`src/rtl/waveform_monitor.sv`:
```
// Per-cycle period / min / max / peak-to-peak monitor for the 8-bit waveform sample stream.
// Define WMON_HYST_EN to replace the plain mid-scale crossing with a Schmitt-style trigger.
module waveform_monitor #(
    parameter int DATA_W   = 8,
    parameter int MID      = 128,
    parameter int HYST     = 8,
    parameter int PERIOD_W = 16,
    parameter int TIMEOUT  = 65535
) (
    input  logic                clk,
    input  logic                rst_n,
    input  logic                enable,
    input  logic                sample_valid,
    input  logic [DATA_W-1:0]   sample_data,
    output logic [PERIOD_W-1:0] period,
    output logic [DATA_W-1:0]   vmin,
    output logic [DATA_W-1:0]   vmax,
    output logic [DATA_W-1:0]   vpp,
    output logic                meas_valid,
    output logic                locked,
    output logic                timeout_err
);

    typedef enum logic [1:0] {S_IDLE, S_ARM, S_MEAS} state_t;

    localparam logic [DATA_W-1:0]   MID_V    = DATA_W'(MID);
    localparam logic [PERIOD_W-1:0] TMO_LAST = PERIOD_W'(TIMEOUT - 1);

    state_t              state_q, state_d;
    logic [PERIOD_W-1:0] cnt_q, cnt_d;
    logic [DATA_W-1:0]   min_q, min_d, max_q, max_d;
    logic [PERIOD_W-1:0] period_q, period_d;
    logic [DATA_W-1:0]   vmin_q, vmin_d, vmax_q, vmax_d, vpp_q, vpp_d;
    logic                meas_valid_q, meas_valid_d;
    logic                locked_q, locked_d;
    logic                timeout_err_q, timeout_err_d;
    logic                have_prev_q, have_prev_d;
    logic                crossing;

`ifdef WMON_HYST_EN
    localparam logic [DATA_W-1:0] HI_V = DATA_W'(MID + HYST);
    localparam logic [DATA_W-1:0] LO_V = DATA_W'(MID - HYST);
    logic armed_q, armed_d;

    assign crossing = armed_q && (sample_data >= HI_V);
`else
    logic [DATA_W-1:0] prev_q, prev_d;

    assign crossing = (prev_q < MID_V) && (sample_data >= MID_V);
`endif

    always_comb begin
        state_d       = state_q;
        cnt_d         = cnt_q;
        min_d         = min_q;
        max_d         = max_q;
        period_d      = period_q;
        vmin_d        = vmin_q;
        vmax_d        = vmax_q;
        vpp_d         = vpp_q;
        meas_valid_d  = 1'b0;
        locked_d      = locked_q;
        timeout_err_d = 1'b0;
        have_prev_d   = have_prev_q;
`ifdef WMON_HYST_EN
        armed_d       = armed_q;
`else
        prev_d        = prev_q;
`endif
        case (state_q)
            S_IDLE: begin
                locked_d    = 1'b0;
                have_prev_d = 1'b0;
`ifdef WMON_HYST_EN
                armed_d     = 1'b0;
`endif
                if (enable) state_d = S_ARM;
            end
            default: begin
                if (sample_valid) begin
`ifdef WMON_HYST_EN
                    if (crossing)               armed_d = 1'b0;
                    else if (sample_data < LO_V) armed_d = 1'b1;
`else
                    prev_d = sample_data;
`endif
                end
                // Disable wins over any crossing or timeout seen in the same cycle.
                if (!enable) begin
                    state_d = S_IDLE;
                end else if (sample_valid) begin
                    if (crossing) begin
                        if (state_q == S_MEAS) begin
                            period_d     = cnt_q;
                            vmin_d       = min_q;
                            vmax_d       = max_q;
                            vpp_d        = max_q - min_q;
                            meas_valid_d = 1'b1;
                            locked_d     = have_prev_q && (cnt_q == period_q);
                            have_prev_d  = 1'b1;
                        end
                        // The crossing sample opens the next window, so nothing is lost.
                        state_d = S_MEAS;
                        cnt_d   = PERIOD_W'(1);
                        min_d   = sample_data;
                        max_d   = sample_data;
                    end else if (state_q == S_MEAS) begin
                        if (cnt_q == TMO_LAST) begin
                            timeout_err_d = 1'b1;
                            locked_d      = 1'b0;
                            have_prev_d   = 1'b0;
                            cnt_d         = '0;
                            state_d       = S_ARM;
                        end else begin
                            cnt_d = cnt_q + PERIOD_W'(1);
                            if (sample_data < min_q) min_d = sample_data;
                            if (sample_data > max_q) max_d = sample_data;
                        end
                    end
                end
            end
        endcase
    end

    always_ff @(posedge clk or negedge rst_n) begin
        if (!rst_n) begin
            state_q       <= S_IDLE;
            cnt_q         <= '0;
            min_q         <= '0;
            max_q         <= '0;
            period_q      <= '0;
            vmin_q        <= '0;
            vmax_q        <= '0;
            vpp_q         <= '0;
            meas_valid_q  <= 1'b0;
            locked_q      <= 1'b0;
            timeout_err_q <= 1'b0;
            have_prev_q   <= 1'b0;
`ifdef WMON_HYST_EN
            armed_q       <= 1'b0;
`else
            prev_q        <= '0;
`endif
        end else begin
            state_q       <= state_d;
            cnt_q         <= cnt_d;
            min_q         <= min_d;
            max_q         <= max_d;
            period_q      <= period_d;
            vmin_q        <= vmin_d;
            vmax_q        <= vmax_d;
            vpp_q         <= vpp_d;
            meas_valid_q  <= meas_valid_d;
            locked_q      <= locked_d;
            timeout_err_q <= timeout_err_d;
            have_prev_q   <= have_prev_d;
`ifdef WMON_HYST_EN
            armed_q       <= armed_d;
`else
            prev_q        <= prev_d;
`endif
        end
    end

    assign period      = period_q;
    assign vmin        = vmin_q;
    assign vmax        = vmax_q;
    assign vpp         = vpp_q;
    assign meas_valid  = meas_valid_q;
    assign locked      = locked_q;
    assign timeout_err = timeout_err_q;

endmodule

```
`config.mk`:
```
export PLATFORM = sky130hd
export DESIGN_NAME = waveform_monitor
export DESIGN_NICKNAME = d
export VERILOG_FILES = /design/src/rtl/waveform_monitor.sv
export SDC_FILE = /design/constraint.sdc
export NUM_CORES = 1
export LEC_CHECK = 0
export ABC_AREA = 1
export CAP_MARGIN = 10
export CELL_PAD_IN_SITES_DETAIL_PLACEMENT = 1
export CELL_PAD_IN_SITES_GLOBAL_PLACEMENT = 2
export CORE_ASPECT_RATIO = 2
export CORE_MARGIN = 4
export CORE_UTILIZATION = 35
export DETAILED_ROUTE_END_ITERATION = 6
export PLACE_DENSITY = 0.85
export SETUP_SLACK_MARGIN = 0.4
export SLEW_MARGIN = 20
export SYNTH_ARGS = -nofsm -noshare
export SYNTH_HDL_FRONTEND = slang
export SYNTH_SLANG_ARGS = --single-unit
```
`constraint.sdc`:
```
create_clock -name clk -period 4.61 [get_ports clk]
set_input_delay 0.6915 -clock clk [delete_from_list [all_inputs] [get_ports clk]]
set_output_delay 0.6915 -clock clk [all_outputs]
set_load 0.1 [all_outputs]
```
==> results.yml, run 1 <==
critical_path:
  slowest_stage: "clkdlybuf4s50_1"
  path_cells: "clkdlybuf4s50_1 > nand2_2 > nand2_1 > nand2_1 > nor2_4 > inv_2 > a21oi_4 > nand2_2 > nand2_1 > nand2_1"
  cp_max_fo: 19
  end_kind: "flip-flop"
  required_ps: 4830
  crit_type: "in2reg"
  crit_path_frequent_cell: "nand2_1"
  cp_data_arrival_time_ps: 3100
  start_kind: "input pin"
  slowest_delay_ps: 620
logic_synthesis:
  synth_top_family_by_area: "simple AND/OR/NAND/NOR gates"
  synth-seq-cells: 79
  synth_warnings: 0
  synth_cells: 544
  synth_top_area_cell: "dfrtp_1"
  synth-xor-area-share: 0.0308
  synth-adder-area-share: 0.0751
  synthTopCellsByCount: "nand2_1, dfrtp_1, inv_1"
  synthMuxAreaShare: 0
  async_flop_share: 1.00
  yosys.area.top_type_share: 0.464
  yosysSeqAreaShare: 0.464
  ys.flop_type: "dfrtp_1"
  synth_edf_count: 0
  synth_simple_gate_area_frac: 0.272
  yosysMostFrequentCell: "nand2_1"
  synth_compound_area_frac: 0.0889
  synth_area_um2: 4260
  synth_fp_nets: 581
  yosys-top-cells-area: "dfrtp_1, nand2_1, ha_1, inv_1, o21ai_0"
  synth.avg_cell_area_um2: 7.84
  synthDistinctLibCells: 31
routing:
  wl_per_cell_um: 17.4
  viasPerCell: 5.00
  antenna_left: 0
  routed_wl_um: 13000
  dr_total_vias: 3739
  drt_iter0_drc: 123
  dr.pass1.iters: 6
  drc_errors: 0
final_layout:
  multi_input_area_um2: 1990
  layout.cells.non_filler: 748
  seq_area_um2: 1980
  diodes: 0
  fin_nets: 635
  drive_gt1_frac: 0.0448
  final.fill_count: 1432
  area_delta_synth_final_pct: 23.2
cts:
  cts_tree: "done"
  root_buffer: "clkbuf_16"
  cts_resized: 0
  htreeDepth: 3
  clock_sinks: 79
  holdBufCountCts: 0
  cts_buffer_depth: 2
  insertion_delay_ps: 340
  cts_made_buffers: 9
  postCtsSetupBuffers: 0
  clk_pin_slew_ps: 60
die:
  placeableCoreArea_um2: 11800
  boundaryPins: 55
  die-area_um2: 14100
  num_rows: 56
  initial_utilization: 0.360
  die_h_um: 164
  die_w_um: 86.1
timing:
  maxSlewHeadroom: 0.337
  finClkSkew_ps: 10.5
  max_freq_mhz: 348
  hold_violations: 0
  rsz0062_at_grt: "no"
  worstMarginPinSlew_ps: 994
  finalSetupViolCount: 0
  finalMaxSlewViolations: 0
  finalSetupTns_ps: 0
  post-route-period-util: 0.623
  min_period_ps: 2870
grt:
  antenna_found_initial: 0
  grt-ovfl-total: 0
  grt_pass1_vias: 3977
  grt_start_max_net_pins: 80
  track_usage: 0.198
  grt_pass1_wl_um: 21000
power_and_ir_drop:
  irDropWorstVdd_uv: 428
  power_density_nw_per_um2: 785
  leakagePower_nw: 2.56
placement:
  port_buffers: 54
  dp.cells: 732
  place_hpwl_um: 10000
  gpl.final_weighted_congestion: 0.819
run:
  cap_viol_max_count: 0
hold_path:
  hold_path_class: "in2async"
run_status:
  status: "complete, no violations"
worst max-delay path, delay by kind of cell:
| kind | cells | cell delay, ps |
|---|---|---|
| simple gates | 7 | 1170 |
| buf+inv | 2 | 760 |
| compound gates | 1 | 470 |
layer usage:
layer	GRT usage	share of wire	wire length, um	vias to the layer above
met5	0	0	0	-
met4	0.108	0.048	624	0
met3	0.0251	0.022	284	28
met2	0.384	0.57	7480	56
met1	0.195	0.36	4630	1803
li1	-	-	-	1852
cell type report:
| type | count | share of cell area |
|---|---|---|
| tap | 145 | 0.0345 |
| timing repair buffer | 54 | 0.103 |
| clock buffer | 9 | 0.0429 |
| multi-input combinational | 389 | 0.379 |
| inverter | 65 | 0.0464 |
| clock inverter | 7 | 0.0181 |
| sequential | 79 | 0.376 |
registers in the layout, summed over array words and instances (netlist names):
name / flops
vmax: 8
min_q: 8
timeout_err: 1
period: 16
prev_q: 1
vmin: 8
vpp: 8
max_q: 8
meas_valid: 1
state_q: 2
cnt_q: 16
locked: 1
have_prev_q: 1
metrics by stage:
step                       util  setup slack (ps)  total power (W)  hold slack (ps)  instance area (um2)
after CTS                 0.443              1750          0.00418              480                 5250
after floorplan               -              2740          0.00275              396                 4260
after global routing      0.444              1540          0.00440              439                 5260
after detailed placement  0.416              1390          0.00339              466                 4930
after global placement    0.416              1570          0.00333              455                 4930
final                     0.444              1740          0.00413              378                 5260
power breakdown:
| part | total (W) | leakage, nW | switching, W | internal, W |
|---|---|---|---|---|
| clock | 0.000774 | 0.156 | 0.000298 | 0.000475 |
| sequential | 0.00115 | 1.03 | 0.000223 | 0.000925 |
| combinational | 0.00220 | 1.37 | 0.00162 | 0.000583 |
| total | 0.00413 | 2.56 | 0.00214 | 0.00198 |
layout by cell type, fill, tap and decap left out, drive strengths merged, types with 4 or more instances in the layout:
cell           instances
a21oi                 13
clkbuf                 9
clkdlybuf4s50         53
clkinv                 5
dfrtp                 79
ha                    24
inv                   64
nand2                175
nand3                 33
nand4                 10
nor2                  48
nor3                   9
o21ai                 47
o22ai                  4
xnor2                  4
xor2                  11
cell families (layout without fill, tap and decap cells):
| family | after synthesis | in the layout |
|---|---|---|
| flip-flops | 79 | 79 |
| XOR/XNOR | 15 | 15 |
| buffers and inverters | 76 | 135 |
| AO/OA/AOI/OAI | 70 | 70 |
| AND/OR/NAND/NOR | 279 | 279 |
| adder cells (fa/ha/maj) | 25 | 25 |
worst paths after layout:
| path | startpoint | endpoint | depth (start not counted) | slack (ps) |
|---|---|---|---|---|
| min in group clk | min_q[6] | min_q[6] | 2 | 480 |
| max in group asynchronous | rst_n | cnt_q[2] | 1 | 3700 |
| max reg2reg | prev_q[7] | min_q[1] | 10 | 2330 |
| max | sample_data[7] | min_q[1] | 10 | 1740 |
| min | rst_n | cnt_q[5] | 1 | 380 |
| min reg2reg | min_q[6] | min_q[6] | 2 | 480 |
Note: power is estimated with default switching activity, not from simulation.
==> inputs of run 2 (changes only) <==
- CORE_UTILIZATION: 35 -> 32
- PLACE_DENSITY: 0.85 -> 0.79
- clock period: 4.61 -> 2.8 ns (I/O delays scaled with it)
==> run 2 against run 1 <==
Net effect: final cell count up 1.6%; hold slack worse by 270 ps; largest cell class unchanged; cell area down 1.6%; core utilization down 4.8 points; power up 61%; flip-flop and latch count unchanged; sequential share of layout area up 0.62 points; via count up 1.8%; sequential power up 64%; critical path depth unchanged; die area up 8.7%; global-route usage down 0.51 points; critical endpoint is now max_q[6].
==> results.yml, run 2 (synthesis results as in run 1) <==
routing:
  drt_iter0_drc: 119
  dr_total_vias: 3807
  antenna_left: 0
  dr.pass1.iters: 4
  routed_wl_um: 13700
  viasPerCell: 5.01
  wl_per_cell_um: 18.0
  drc_errors: 0
timing:
  finClkSkew_ps: 9.35
  maxSlewHeadroom: 0.489
  finalSetupTns_ps: 0
  setup_slack_ps: 673
  worstMarginPinSlew_ps: 767
  rsz0062_at_grt: "no"
  finalMaxSlewViolations: 0
  post-route-period-util: 0.760
  finalSetupViolCount: 0
  hold_violations: 0
  min_period_ps: 2130
  max_freq_mhz: 470
final_layout:
  layout.cells.non_filler: 760
  final_area_um2: 5170
  diodes: 0
  multi_input_area_um2: 1990
  seq_area_um2: 1980
  drive_gt1_frac: 0.125
  final_cell_mix: "nand2_1, dfrtp_1, inv_1, buf_4, nor2_1"
  final_common_cell: "nand2_1"
  fin_nets: 640
  final.fill_count: 1623
  area_delta_synth_final_pct: 21.2
cts:
  cts_buffer_depth: 2
  clk_pin_slew_ps: 70
  root_buffer: "clkbuf_16"
  insertion_delay_ps: 340
  postCtsSetupBuffers: 0
  cts_made_buffers: 9
  cts_tree: "done"
  holdBufCountCts: 0
  htreeDepth: 3
  clock_sinks: 79
grt:
  antenna_found_initial: 0
  grt-ovfl-total: 0
  grt_pass1_vias: 4169
  grt_pass1_wl_um: 22000
  track_usage: 0.193
  grt_start_max_net_pins: 80
critical_path:
  path_buf_inv: 2
  cp_data_arrival_time_ps: 2360
  end_kind: "flip-flop"
  required_ps: 3030
  path_cells: "clkdlybuf4s50_1 > nand2_2 > nand2_1 > nand2_1 > nor2_4 > inv_2 > a21oi_4 > nand2_2 > nand2_1 > nand2_1"
  crit_path_frequent_cell: "nand2_1"
  start_kind: "input pin"
  slowest_delay_ps: 610
  cp_max_fo: 19
  slowest_stage: "clkdlybuf4s50_1"
  crit_family: "simple AND/OR/NAND/NOR gates"
  crit_type: "in2reg"
power_and_ir_drop:
  power.internal_w: 0.00305
  power_density_nw_per_um2: 1280
  seqPwrFrac: 0.285
  irDropWorstVdd_uv: 535
  comb_power_share: 0.542
  p_sw_w: 0.00360
  leakagePower_nw: 2.64
  clkPwrFrac: 0.173
  swShare: 0.541
die:
  placeableCoreArea_um2: 13100
  boundaryPins: 55
  initial_utilization: 0.326
  num_rows: 59
  die_w_um: 89.6
  die_h_um: 171
  die-area_um2: 15300
placement:
  place_area_um2: 4880
  port_buffers: 54
  place_hpwl_um: 10600
  gpl.final_weighted_congestion: 0.835
  pre_cts_slack_ps: 203
  dp.cells: 744
run:
  cap_viol_max_count: 0
run_status:
  status: "complete, no violations"
hold_path:
  hold_path_class: "in2async"
[run 2: cell types whose count changed in the layout (fill, tap and decap cells not counted), sizes merged]
cell           delta
buf              +48
clkdlybuf4s50    -43
bufinv            -2
clkinv            -2
clkinvlp          +2
inv               +2
[run 2: worst paths after layout]
| kind | start | to | slack (ps) | cells after the start |
|---|---|---|---|---|
| worst max-delay path | sample_data[7] | max_q[6] | 670 | 10 |
| worst min-delay path | rst_n | locked | 110 | 1 |
| worst max register to register | cnt_q[1] | cnt_q[7] | 730 | 8 |
| worst min register to register | min_q[2] | min_q[2] | 480 | 2 |
| max in group asynchronous | rst_n | max_q[2] | 2140 | 1 |
| min in group clk | min_q[2] | min_q[2] | 480 | 2 |
[run 2: power by group through the flow]
stage          Combinational [W]  Clock (W)  Sequential (W)
2_1_floorplan            0.00138          0         0.00314
3_3_place_gp             0.00356          0         0.00191
3_5_place_dp             0.00365          0         0.00192
4_1_cts                  0.00366    0.00117         0.00190
5_1_grt                  0.00396    0.00123         0.00194
6_report                 0.00360    0.00115         0.00189
[run 2: per-stage QoR]
step	utilization	total power [W]	hold slack [ps]
5_1_grt	0.396	0.00713	170
3_3_place_gp	0.374	0.00546	454
4_1_cts	0.395	0.00674	303
2_1_floorplan	-	0.00452	124
3_5_place_dp	0.374	0.00557	463
6_report	0.396	0.00664	112
[run 2: layer usage]
| layer | GRT usage | wire, um |
|---|---|---|
| met1 | 0.194 | 4830 |
| met2 | 0.370 | 8070 |
| met3 | 0.0292 | 353 |
| met4 | 0.0868 | 447 |
| met5 | 0 | 0 |
[run 2: cell type report]
type | instances | area share
Multi-Input combinational cell | 389 | 0.386
Sequential cell | 79 | 0.382
Timing Repair Buffer | 59 | 0.0937
Inverter | 65 | 0.0472
Clock buffer | 9 | 0.0436
Tap cell | 152 | 0.0368
Clock inverter | 7 | 0.0109
[run 2: repair_timing]
item                       CTS  global route
hold endpoints to repair     0             0
setup endpoints to repair    0             1
resized for setup            0             1
[run 2: worst register-to-register path, cell delays in order, from the launching register on]
cell	delay [ps]
dfrtp_1	500
ha_1	270
inv_1	60
nor2_1	40
nand4_1	170
nand2_1	130
nand2_1	150
clkinv_1	380
nor3_1	290
